<file path="src/rtl/divide_unit.sv">
// Iterative 32-bit signed/unsigned divider: one restoring shift-subtract step per cycle,
// 32 busy cycles per divide, results registered on the completion edge.
module divide_unit (
   input  logic        clock,
   input  logic        reset,
   input  logic        OP_div,
   input  logic        OP_divu,
   input  logic [31:0] Dividend,
   input  logic [31:0] Divisor,
   output logic [31:0] Quotient,
   output logic [31:0] Remainder,
   output logic        Stall
);

   localparam logic [0:0] StIdle = 1'b0;
   localparam logic [0:0] StBusy = 1'b1;

   logic [0:0]  state_q, state_d;
   logic [5:0]  count_q, count_d;
   logic [32:0] rem_q, rem_d;
   logic [31:0] quo_q, quo_d;
   logic [31:0] dvs_q, dvs_d;
   logic        neg_quo_q, neg_quo_d;
   logic        neg_rem_q, neg_rem_d;
   logic [31:0] quotient_q, quotient_d;
   logic [31:0] remainder_q, remainder_d;

   logic [32:0] rem_shift;
   logic [32:0] diff;
   logic        step_ge;
   logic [32:0] step_rem;
   logic [31:0] step_quo;
   logic [31:0] step_rem_lo;
   logic        signed_op;
   logic [31:0] a_mag;
   logic [31:0] b_mag;

   always_comb begin
      state_d     = state_q;
      count_d     = count_q;
      rem_d       = rem_q;
      quo_d       = quo_q;
      dvs_d       = dvs_q;
      neg_quo_d   = neg_quo_q;
      neg_rem_d   = neg_rem_q;
      quotient_d  = quotient_q;
      remainder_d = remainder_q;

      // The dividend magnitude shifts out of quo_q from the top as quotient bits shift in below.
      rem_shift   = {rem_q[31:0], quo_q[31]};
      diff        = rem_shift - {1'b0, dvs_q};
      step_ge     = ~diff[32];
      step_rem    = step_ge ? diff : rem_shift;
      step_quo    = {quo_q[30:0], step_ge};
      step_rem_lo = step_rem[31:0];

      signed_op = OP_div;
      a_mag     = (signed_op && Dividend[31]) ? -Dividend : Dividend;
      b_mag     = (signed_op && Divisor[31])  ? -Divisor  : Divisor;

      case (state_q)
         StIdle: begin
            if (OP_div || OP_divu) begin
               state_d   = StBusy;
               count_d   = 6'd32;
               rem_d     = '0;
               quo_d     = a_mag;
               dvs_d     = b_mag;
               // A zero divisor yields all-ones regardless of signs, so never negate it.
               neg_quo_d = signed_op && (Dividend[31] ^ Divisor[31]) && (Divisor != 32'd0);
               neg_rem_d = signed_op && Dividend[31];
            end
         end
         StBusy: begin
            rem_d   = step_rem;
            quo_d   = step_quo;
            count_d = count_q - 6'd1;
            if (count_q == 6'd1) begin
               state_d     = StIdle;
               quotient_d  = neg_quo_q ? -step_quo : step_quo;
               remainder_d = neg_rem_q ? -step_rem_lo : step_rem_lo;
            end
         end
         default: state_d = StIdle;
      endcase
   end

   always_ff @(posedge clock or negedge reset) begin
      if (!reset) begin
         state_q     <= StIdle;
         count_q     <= '0;
         rem_q       <= '0;
         quo_q       <= '0;
         dvs_q       <= '0;
         neg_quo_q   <= 1'b0;
         neg_rem_q   <= 1'b0;
         quotient_q  <= '0;
         remainder_q <= '0;
      end else begin
         state_q     <= state_d;
         count_q     <= count_d;
         rem_q       <= rem_d;
         quo_q       <= quo_d;
         dvs_q       <= dvs_d;
         neg_quo_q   <= neg_quo_d;
         neg_rem_q   <= neg_rem_d;
         quotient_q  <= quotient_d;
         remainder_q <= remainder_d;
      end
   end

   assign Stall     = (state_q == StBusy);
   assign Quotient  = quotient_q;
   assign Remainder = remainder_q;

endmodule

</file>
<file path="config.mk">
export PLATFORM = sky130hd
export DESIGN_NAME = divide_unit
export DESIGN_NICKNAME = d
export VERILOG_FILES = /design/src/rtl/divide_unit.sv
export SDC_FILE = /design/constraint.sdc
export NUM_CORES = 1
export LEC_CHECK = 0
export ABC_AREA = 1
export BUFFER_PORTS_ARGS = -buffer_cell sky130_fd_sc_hd__buf_2
export CAP_MARGIN = 20
export CORE_MARGIN = 4
export CORE_UTILIZATION = 30
export DETAILED_ROUTE_END_ITERATION = 6
export PLACE_DENSITY = 0.56
export SLEW_MARGIN = 20
export SYNTH_ARGS = -nofsm -noshare
export SYNTH_HDL_FRONTEND = slang
export SYNTH_SLANG_ARGS = --single-unit
</file>
<file path="constraint.sdc">
create_clock -name clock -period 10.1 [get_ports clock]
set_input_delay 2.02 -clock clock [delete_from_list [all_inputs] [get_ports clock]]
set_output_delay 2.02 -clock clock [all_outputs]
set_load 0.005 [all_outputs]
</file>
==> flow_metrics.py, run 1 <==
metrics = {
    "run_status": {
        "outcome": "finished, final reports clean",
    },
    "clocking": {
        "clk_pin_slew_ns": 0.08,
        "tritoncts": "yes",
        "cts_setup_buffers": 0,
        "clockRootBuffer": "clkbuf_16",
        "numCtsBuffers": 17,
        "ctsHtreeMaxLevel": 4,
        "cts_buffer_depth": 2,
        "cts.sinks": 169,
        "cts_resized": 0,
        "clock_latency_ns": 0.46,
        "holdBufCountCts": 0,
    },
    "yosys": {
        "avgSynthCellArea_um2": 6.84,
        "synth_flop_cell": "dfrtp_1",
        "yosysTopAreaCell": "dfrtp_1",
        "synthTopCellsByArea": "dfrtp_1 (34%), nand2_1 (18%), inv_1 (7.1%)",
        "ys_warn_count": 0,
        "synthesis.nets": 1931,
        "synth_top_area_share_pct": 33.9,
        "ys_seq_area_share_pct": 33.9,
        "synth_cell_types": 49,
        "synth_area_um2": 12500,
        "async_flop_share_pct": 100,
        "ys_seq_elements": 169,
        "synth_edf_count": 0,
        "synth_cells": 1824,
    },
    "timing": {
        "slew_headroom_pct": 36.2,
        "final.min_clock_period_ns": 4.67,
        "skew_ns": 0.0160,
        "fin_setup_tns_ns": 0,
        "fmaxAchievable_ghz": 0.214,
        "worst_pin_slew_ns": 0.957,
        "fin_crit_sh_pct": 46.2,
        "hold_viol": 0,
        "slew_viol_final": 0,
        "setup_viol": 0,
        "rsz0062_at_grt": "false",
    },
    "min_path": {
        "holdCritPathClass": "reg2reg",
    },
    "worst_setup_path": {
        "critPathArrivalTime_ns": 5.05,
        "crit_fanout": 34,
        "crit_buf_inv": 3,
        "max_stage_delay_ns": 0.41,
        "path_delay_family": "simple AND/OR/NAND/NOR gates",
        "crit_required_ns": 10.48,
        "start_kind": "flop",
        "critical_path_class": "reg2reg",
        "crit_top_cell": "nand2_4",
        "cp_slowest_cell": "fa_1",
        "endpoint_kind": "flop",
    },
    "place": {
        "dp_hpwl_um": 32000,
        "port_buffers": 132,
        "gp_congestion": 0.958,
    },
    "floorplan": {
        "rows": 74,
        "die_y_um": 212,
        "start_util_pct": 30.5,
        "core_area_um2": 40900,
        "dieArea_um2": 44900,
        "num_io_pins": 133,
        "die_w_um": 212,
    },
    "final_layout": {
        "fillerInstances": 4482,
        "seqCellArea_um2": 4230,
        "drive_gt1_share_pct": 12.4,
        "final_common_cell": "nand2_1",
        "final_cell_mix": "nand2_1 (585), inv_1 (235), dfrtp_1 (169)",
        "n_antenna_cell": 0,
        "multiInputGateArea_um2": 7080,
        "area.growth.synth_to_final_pct": 14.2,
        "nNetsFinal": 2034,
    },
    "route": {
        "drt.antenna.violating_nets": 0,
        "routed_wl_um": 40900,
        "drt-initial-drc-count": 830,
        "num_vias": 12143,
        "dr.pass1.iters": 7,
        "avgViaCountPerCell": 4.91,
        "routedWlPerCell_um": 16.5,
        "remaining_drc_errors": 0,
    },
    "global_route": {
        "antenna_found_initial": 0,
        "grt_use_total_pct": 18.3,
        "grt_start_max_net_pins": 101,
        "overflow": 0,
        "grt_pass1_vias": 11914,
        "grt_pass1_wl_um": 65200,
    },
    "job": {
        "drv_cap": 0,
    },
}
stage by stage:
| stage | worst slack (ns) | utilization, % | std cells | hold WS [ns] | cell area, um2 |
|---|---|---|---|---|---|
| 4_1_cts | 5.47 | 34.7 | 2471 | 0.484 | 14200 |
| 6_report | 5.43 | 34.8 | 2472 | 0.479 | 14200 |
| 3_5_place_dp | 5.41 | 33.2 | 2439 | 0.464 | 13600 |
| 3_3_place_gp | 5.43 | 33.2 | 2439 | 0.465 | 13600 |
| 2_1_floorplan | 6.12 | - | 1824 | 0.453 | 12500 |
| 5_1_grt | 4.95 | 34.8 | 2472 | 0.496 | 14200 |
worst paths after layout:
| kind | start | endpoint | slack, ns | cells after the start |
|---|---|---|---|---|
| max in group asynchronous | reset | dvs_q[8] | 7.32 | 2 |
| min in group asynchronous | reset | Quotient[9] | 1.48 | 1 |
| worst max-delay path | quo_q[31] | Quotient[28] | 5.43 | 26 |
| worst min-delay path | Remainder[27] | Remainder[27] | 0.48 | 2 |
| worst max register to register | quo_q[31] | Quotient[28] | 5.43 | 26 |
| worst min register to register | Remainder[27] | Remainder[27] | 0.48 | 2 |
sequential cells by signal, summed over array words and instances (netlist names):
name and count:
dvs_q 32, rem_q 32, neg_rem_q 1, quo_q 32, Stall 1, count_q 6
neg_quo_q 1, Remainder 32, Quotient 32
cells in the mapped netlist, types with 18 or more instances:
| cell | number |
|---|---|
| nand2_1 | 585 |
| dfrtp_1 | 169 |
| nor2_1 | 147 |
| nand2_2 | 24 |
| ha_1 | 38 |
| clkbuf_1 | 48 |
| a21oi_1 | 38 |
| o22ai_1 | 32 |
| nor3_1 | 26 |
| xor2_1 | 70 |
| o221ai_1 | 29 |
| xnor2_1 | 36 |
| o21ai_1 | 18 |
| o21ai_0 | 98 |
| nand3_1 | 111 |
| inv_1 | 236 |
layer usage:
| layer | part of all wire, % | global-route usage [%] | up-vias |
|---|---|---|---|
| met3 | 4.9 | 2.79 | 59 |
| met4 | 2.8 | 5.93 | 0 |
| met5 | 0 | 0 | - |
| met2 | 47 | 29.6 | 326 |
| met1 | 46 | 25.2 | 5681 |
| li1 | - | - | 6077 |
kinds of logic after synthesis:
group	synth area share [%]
AND/OR/NAND/NOR	32.8
buffers and inverters	9.39
AO/OA/AOI/OAI	12.5
flip-flops	33.9
XOR/XNOR	7.44
adder cells (fa/ha/maj)	3.97
worst reg2reg max path, delay by kind of cell (launching register included):
kind,cells,cell delay (ns)
compound gates,3,0.63
simple gates,16,2.35
xor+xnor,1,0.17
flops,1,0.35
fa+ha+maj,3,0.87
buf+inv,3,0.22
final cells by class:
type / instances / area share, %
clock inverters: 14 / 1.24
clock buffers: 18 / 3.08
well taps: 532 / 4.67
multi-input cells: 1357 / 49.7
inverters: 241 / 6.35
repair buffers: 141 / 5.30
flip-flops and latches: 169 / 29.7
Power of run 1 is left out: the tool's default activity adds up to more than one toggle a clock period on the data nets, which glitch-free logic cannot reach.
==> run 2, diff against run 1 <==
--- a/config.mk
+++ b/config.mk
@@ -5,13 +5,13 @@
 export SDC_FILE = /design/constraint.sdc
 export NUM_CORES = 1
 export LEC_CHECK = 0
-export ABC_AREA = 1
+export ABC_AREA = 0
 export BUFFER_PORTS_ARGS = -buffer_cell sky130_fd_sc_hd__buf_2
 export CAP_MARGIN = 20
 export CORE_MARGIN = 4
 export CORE_UTILIZATION = 30
 export DETAILED_ROUTE_END_ITERATION = 6
-export PLACE_DENSITY = 0.56
+export PLACE_DENSITY = 0.58
 export SLEW_MARGIN = 20
 export SYNTH_ARGS = -nofsm -noshare
 export SYNTH_HDL_FRONTEND = slang
==> constraint.sdc (replaced) <==
create_clock -name clock -period 4.25 [get_ports clock]
set_input_delay 0.85 -clock clock [delete_from_list [all_inputs] [get_ports clock]]
set_output_delay 0.85 -clock clock [all_outputs]
set_load 0.005 [all_outputs]
==> run 2 against run 1 <==
Against the previous run:
- the run now ends with negative setup slack left
- global-route usage fell by 0.69 points
- synthesized cell count fell by 16%
- die area fell by 1.6%
- final cell count is 7.6% lower
- maximum frequency grew 4.8%
- sequential cell count did not move
- utilization grew 3.2 points
- critical endpoint unchanged
- largest cell class unchanged
==> flow_metrics.py, run 2 <==
metrics = {
    "clocking": {
        "clk_pin_slew_ns": 0.07,
        "tritoncts": "yes",
        "clock_latency_ns": 0.46,
        "cts.sinks": 169,
        "holdBufCountCts": 0,
        "clockRootBuffer": "clkbuf_16",
        "numCtsBuffers": 17,
        "ctsHtreeMaxLevel": 4,
        "cts_buffer_depth": 2,
    },
    "yosys": {
        "synth-compound-area-share_pct": 22.7,
        "synthAdderAreaFrac_pct": 4.04,
        "synth_edf_count": 0,
        "yosysTopAreaCell": "dfrtp_1",
        "synth_cell_types": 76,
        "synth_xor_area_share_pct": 9.57,
        "ys_seq_area_share_pct": 34.5,
        "synth_top_area_share_pct": 34.5,
        "synthTopCellsByArea": "dfrtp_1 (34%), o21ai_0 (7.9%), nand2_1 (7.7%)",
        "muxShareOfSynthArea_pct": 4.97,
        "synth_simple_gate_area_share_pct": 19.9,
        "async_flop_share_pct": 100,
        "ys_warn_count": 0,
        "ys_seq_elements": 169,
        "synth_area_um2": 12300,
        "synth_cells": 1530,
        "synth_top_family_by_area": "compound AO/OA/AOI/OAI gates",
        "ys_top_cells_by_count": "nand2_1 (252), o21ai_0 (194), dfrtp_1 (169), a21oi_1 (112), nor2_1 (105)",
        "avgSynthCellArea_um2": 8.02,
        "synth_flop_cell": "dfrtp_1",
        "synth_most_common_cell": "nand2_1",
        "synthesis.nets": 1637,
    },
    "global_route": {
        "overflow": 0,
        "grt_pass1_vias": 11162,
        "antenna_found_initial": 0,
        "grt_start_max_net_pins": 126,
        "grt_pass1_wl_um": 62900,
        "grt_use_total_pct": 17.6,
    },
    "final_layout": {
        "area.growth.synth_to_final_pct": 24.3,
        "nNetsFinal": 1854,
        "drive_gt1_share_pct": 21.7,
        "final_cell_mix": "nand2_1 (252), o21ai_0 (183), dfrtp_1 (168)",
        "final_util_pct": 38.0,
        "n_antenna_cell": 0,
        "final_common_cell": "nand2_1",
    },
    "timing": {
        "setup_viol": 7,
        "setup_ws_ns": -0.207,
        "rsz0062_at_grt": "true",
        "worst_pin_slew_ns": 0.990,
        "whs_ns": 0.446,
        "hold_viol": 0,
        "slew_viol_final": 0,
        "fmaxAchievable_ghz": 0.224,
        "fin_setup_tns_ns": -0.908,
        "skew_ns": 0.0121,
        "final.min_clock_period_ns": 4.46,
        "fin_crit_sh_pct": 105,
        "slew_headroom_pct": 34.0,
    },
    "floorplan": {
        "die_w_um": 210,
        "start_util_pct": 30.6,
        "rows": 73,
        "core_area_um2": 40100,
        "dieArea_um2": 44200,
        "die_y_um": 210,
        "num_io_pins": 133,
    },
    "worst_setup_path": {
        "max_stage_delay_ns": 0.47,
        "crit_chain": "inv_1, ha_2, fa_2, nor2b_4, o31ai_4, a21o_2, a21oi_4, o2111a_1, a211oi_4, inv_2, ha_4, nand2b_4, or3_4, or4_4, nand2b_4, or4_4, or2_4, o31ai_4, xor2_1, o21ai_1",
        "path_delay_family": "simple AND/OR/NAND/NOR gates",
        "critical_path_class": "reg2reg",
        "start_kind": "flop",
        "crit_required_ns": 4.58,
        "critPathArrivalTime_ns": 4.79,
        "cp_slowest_cell": "or4_4",
        "crit_fanout": 3,
        "crit_buf_inv": 2,
        "endpoint_kind": "flop",
    },
    "route": {
        "drt-initial-drc-count": 911,
        "routedWlPerCell_um": 17.3,
        "num_vias": 11788,
        "drt.antenna.violating_nets": 0,
        "avgViaCountPerCell": 5.16,
        "remaining_drc_errors": 0,
        "dr.pass1.iters": 6,
        "routed_wl_um": 39600,
    },
    "job": {
        "drv_cap": 0,
    },
    "run_status": {
        "violations": "negative setup slack",
        "outcome": "complete, but fails checks",
    },
    "min_path": {
        "holdCritPathClass": "in2async",
    },
    "place": {
        "preCtsSetupSlack_ns": -0.251,
        "gp_congestion": 0.892,
        "dp_hpwl_um": 30800,
        "port_buffers": 132,
    },
}
run 2: worst reg2reg max path, stage by stage, from the launching register on:
cell and delay [ns]:
dfrtp_1 0.35, inv_1 0.05, ha_2 0.18, fa_2 0.37, nor2b_4 0.16, o31ai_4 0.07, a21o_2 0.22, a21oi_4 0.18
o2111a_1 0.24, a211oi_4 0.07, inv_2 0.11, ha_4 0.15, nand2b_4 0.06, or3_4 0.33, or4_4 0.43, nand2b_4 0.16
or4_4 0.47, or2_4 0.30, o31ai_4 0.19, xor2_1 0.17, o21ai_1 0.07
run 2: logic make-up after synthesis:
kind of cell / after synthesis
AOI/OAI and AO/OA: 456
xor gates and xnor gates: 134
DFF: 169
adders and majority gates: 39
muxes: 60
buffers and inverters: 139
and+or+nand+nor: 533
run 2: final timing paths:
path / startpoint / cells past startpoint / slack (ns) / end
setup / recovery: quo_q[31] / 20 / -0.21 / Quotient[28]
hold / removal: reset / 1 / 0.45 / Quotient[27]
setup reg to reg: quo_q[31] / 20 / -0.21 / Quotient[28]
hold reg to reg: Remainder[20] / 2 / 0.47 / Remainder[20]
max in group asynchronous: reset / 2 / 2.73 / Remainder[26]
min in group clock: Remainder[20] / 2 / 0.47 / Remainder[20]
run 2: cell type report:
| cell class | count | area, um2 |
|---|---|---|
| multi-input cells | 1222 | 7730 |
| fillers | 4147 | 24900 |
| flip-flops and latches | 169 | 4230 |
| well taps | 525 | 657 |
| inverters | 54 | 203 |
| repair buffers | 283 | 1830 |
| clock inverters | 13 | 139 |
| clock buffers | 19 | 453 |
run 2: repair_timing:
item                                    4_1_cts  5_1_grt
pin swaps                                     6       13
gates resized for setup                      13       20
endpoints found under the setup margin       14       22
setup buffers                                 6        2
gates cloned                                  0        0
run 2: stage by stage:
stage,cells,instance area (um2)
after floorplan,1530,12400
after global placement,2245,14400
after detailed placement,2245,14400
after CTS,2283,15100
after global routing,2285,15200
final,2285,15200
run 2: routing by layer:
metal	share of wire, %	GRT usage (%)
met1	49	26.0
met2	44	26.9
met3	4.8	2.95
met4	1.5	4.41
met5	0	0
Power of run 2 is left out for the same reason.
==> run 3, diff against run 2 <==
--- a/config.mk
+++ b/config.mk
@@ -12,6 +12,7 @@
 export CORE_UTILIZATION = 30
 export DETAILED_ROUTE_END_ITERATION = 6
 export PLACE_DENSITY = 0.58
+export REMOVE_ABC_BUFFERS = 1
 export SLEW_MARGIN = 20
 export SYNTH_ARGS = -nofsm -noshare
 export SYNTH_HDL_FRONTEND = slang
==> run 3 against run 2 <==
Against the previous run:
- the flow still finishes with violations (negative setup slack)
- largest cell class unchanged
- first-iteration DRC count down 9.8%
- final area up 1.8%
- utilization up 0.67 points
- critical path depth unchanged
- clock skew about the same
- maximum frequency up 0.54%
==> flow_metrics.py, run 3 (same netlist as run 2, synthesis figures left out) <==
metrics = {
    "timing": {
        "fin_crit_sh_pct": 104,
        "slew_viol_final": 0,
        "final.min_clock_period_ns": 4.43,
        "setup_viol": 7,
        "rsz0062_at_grt": "true",
        "slew_headroom_pct": 28.2,
        "hold_viol": 0,
        "setup_ws_ns": -0.184,
        "worst_pin_slew_ns": 1.07,
        "fmaxAchievable_ghz": 0.226,
        "skew_ns": 0.0122,
    },
    "floorplan": {
        "start_util_pct": 30.6,
        "dieArea_um2": 44200,
        "die_w_um": 210,
        "core_area_um2": 40100,
        "die_y_um": 210,
        "rows": 73,
        "num_io_pins": 133,
    },
    "clocking": {
        "clockRootBuffer": "clkbuf_16",
        "clk_pin_slew_ns": 0.07,
        "numCtsBuffers": 17,
        "clock_latency_ns": 0.45,
        "ctsHtreeMaxLevel": 4,
        "cts.sinks": 169,
        "tritoncts": "yes",
        "holdBufCountCts": 0,
        "cts_buffer_depth": 2,
    },
    "route": {
        "num_vias": 11913,
        "remaining_drc_errors": 0,
        "drt-initial-drc-count": 822,
        "drt.antenna.violating_nets": 0,
        "avgViaCountPerCell": 5.18,
        "routed_wl_um": 40000,
        "routedWlPerCell_um": 17.4,
        "dr.pass1.iters": 5,
    },
    "worst_setup_path": {
        "crit_required_ns": 4.57,
        "r2r_setup_slack_ns": -0.18,
        "start_kind": "flop",
        "timing.rr.start": "quo_q[31]",
        "crit_fanout": 3,
        "critical_path_class": "reg2reg",
        "r2r_end": "Quotient[28]",
        "ff2ff_path_depth": 20,
        "endpoint_kind": "flop",
        "critPathArrivalTime_ns": 4.75,
    },
    "global_route": {
        "grt_use_total_pct": 17.8,
        "grt_pass1_vias": 11715,
        "grt_pass1_wl_um": 63600,
        "grt_start_max_net_pins": 105,
        "antenna_found_initial": 0,
        "overflow": 0,
    },
    "run_status": {
        "violations": "negative setup slack",
        "outcome": "complete, but fails checks",
    },
    "final_layout": {
        "n_antenna_cell": 0,
        "finalInstanceArea_um2": 15500,
        "area.growth.synth_to_final_pct": 26.4,
        "final_cell_mix": "nand2_1 (252), o21ai_0 (184), dfrtp_1 (167)",
        "final_common_cell": "nand2_1",
        "drive_gt1_share_pct": 22.7,
        "nNetsFinal": 1871,
        "fillerInstances": 4059,
    },
    "job": {
        "drv_cap": 0,
    },
    "place": {
        "port_buffers": 132,
        "gp_congestion": 0.907,
        "place_area_um2": 14500,
        "dp_hpwl_um": 30100,
    },
    "min_path": {
        "holdCritPathClass": "in2async",
    },
}
[run 3: routing by layer]
metal	GRT usage, %	wire, um	vias to the layer above
met2	30.2	19400	264
met5	0	0	-
met3	2.43	1600	33
met1	24.3	18400	5747
li1	-	-	5869
met4	4.10	580	0
[run 3: cell type report]
cell class	count	area, um2	area share, %
Multi-Input combinational cell	1222	7810	50.4
Clock buffer	21	460	2.97
Sequential cell	169	4230	27.3
Timing Repair Buffer	300	2010	13.0
Inverter	54	203	1.31
Clock inverter	11	138	0.887
Tap cell	525	657	4.23
[run 3: repair_timing]
action / 4_1_cts / 5_1_grt
resized for setup: 35 / 37
buffers inserted: 5 / 6
setup endpoints to repair: 20 / 32
pin swaps: 20 / 21
gates cloned: 0 / 1
[run 3: critical path, stage by stage (launching register included)]
cell and delay, ns:
dfrtp_1 0.35, inv_1 0.05, ha_2 0.19, fa_2 0.37
nor2b_4 0.15, o31ai_4 0.07, a21o_2 0.25, a21oi_4 0.15
o2111a_1 0.27, a211oi_4 0.05, inv_2 0.11, ha_4 0.15
nand2b_4 0.05, or3_4 0.32, or4_4 0.43, nand2b_4 0.16
or4_4 0.44, or2_4 0.27, o31ai_4 0.18, xor2_1 0.19
o21ai_1 0.08
[run 3: worst max-delay path by stage]
stage	depth (start not counted)	slack, ns	to	start
after floorplan	19	-1.77	Remainder[30]	quo_q[31]
after global placement	20	-0.47	Quotient[28]	quo_q[31]
after detailed placement	19	-0.54	Quotient[28]	dvs_q[0]
after CTS	20	-0.19	Quotient[28]	quo_q[31]
after global routing	20	-0.34	Quotient[28]	quo_q[31]
final	20	-0.18	Quotient[28]	quo_q[31]
[run 3: through the flow]
step | utilization (%) | setup TNS (ns) | hold slack [ns] | worst slack [ns] | cells
after CTS | 38.1 | -1.06 | 0.471 | -0.187 | 2295
after detailed placement | 36.1 | -3.99 | 0.465 | -0.536 | 2258
after global routing | 38.7 | -3.12 | 0.495 | -0.337 | 2302
final | 38.7 | -0.739 | 0.453 | -0.184 | 2302
after floorplan | - | -113.57 | 0.435 | -1.77 | 1445
after global placement | 36.1 | -2.77 | 0.448 | -0.467 | 2258
Power of run 3 is left out for the same reason.
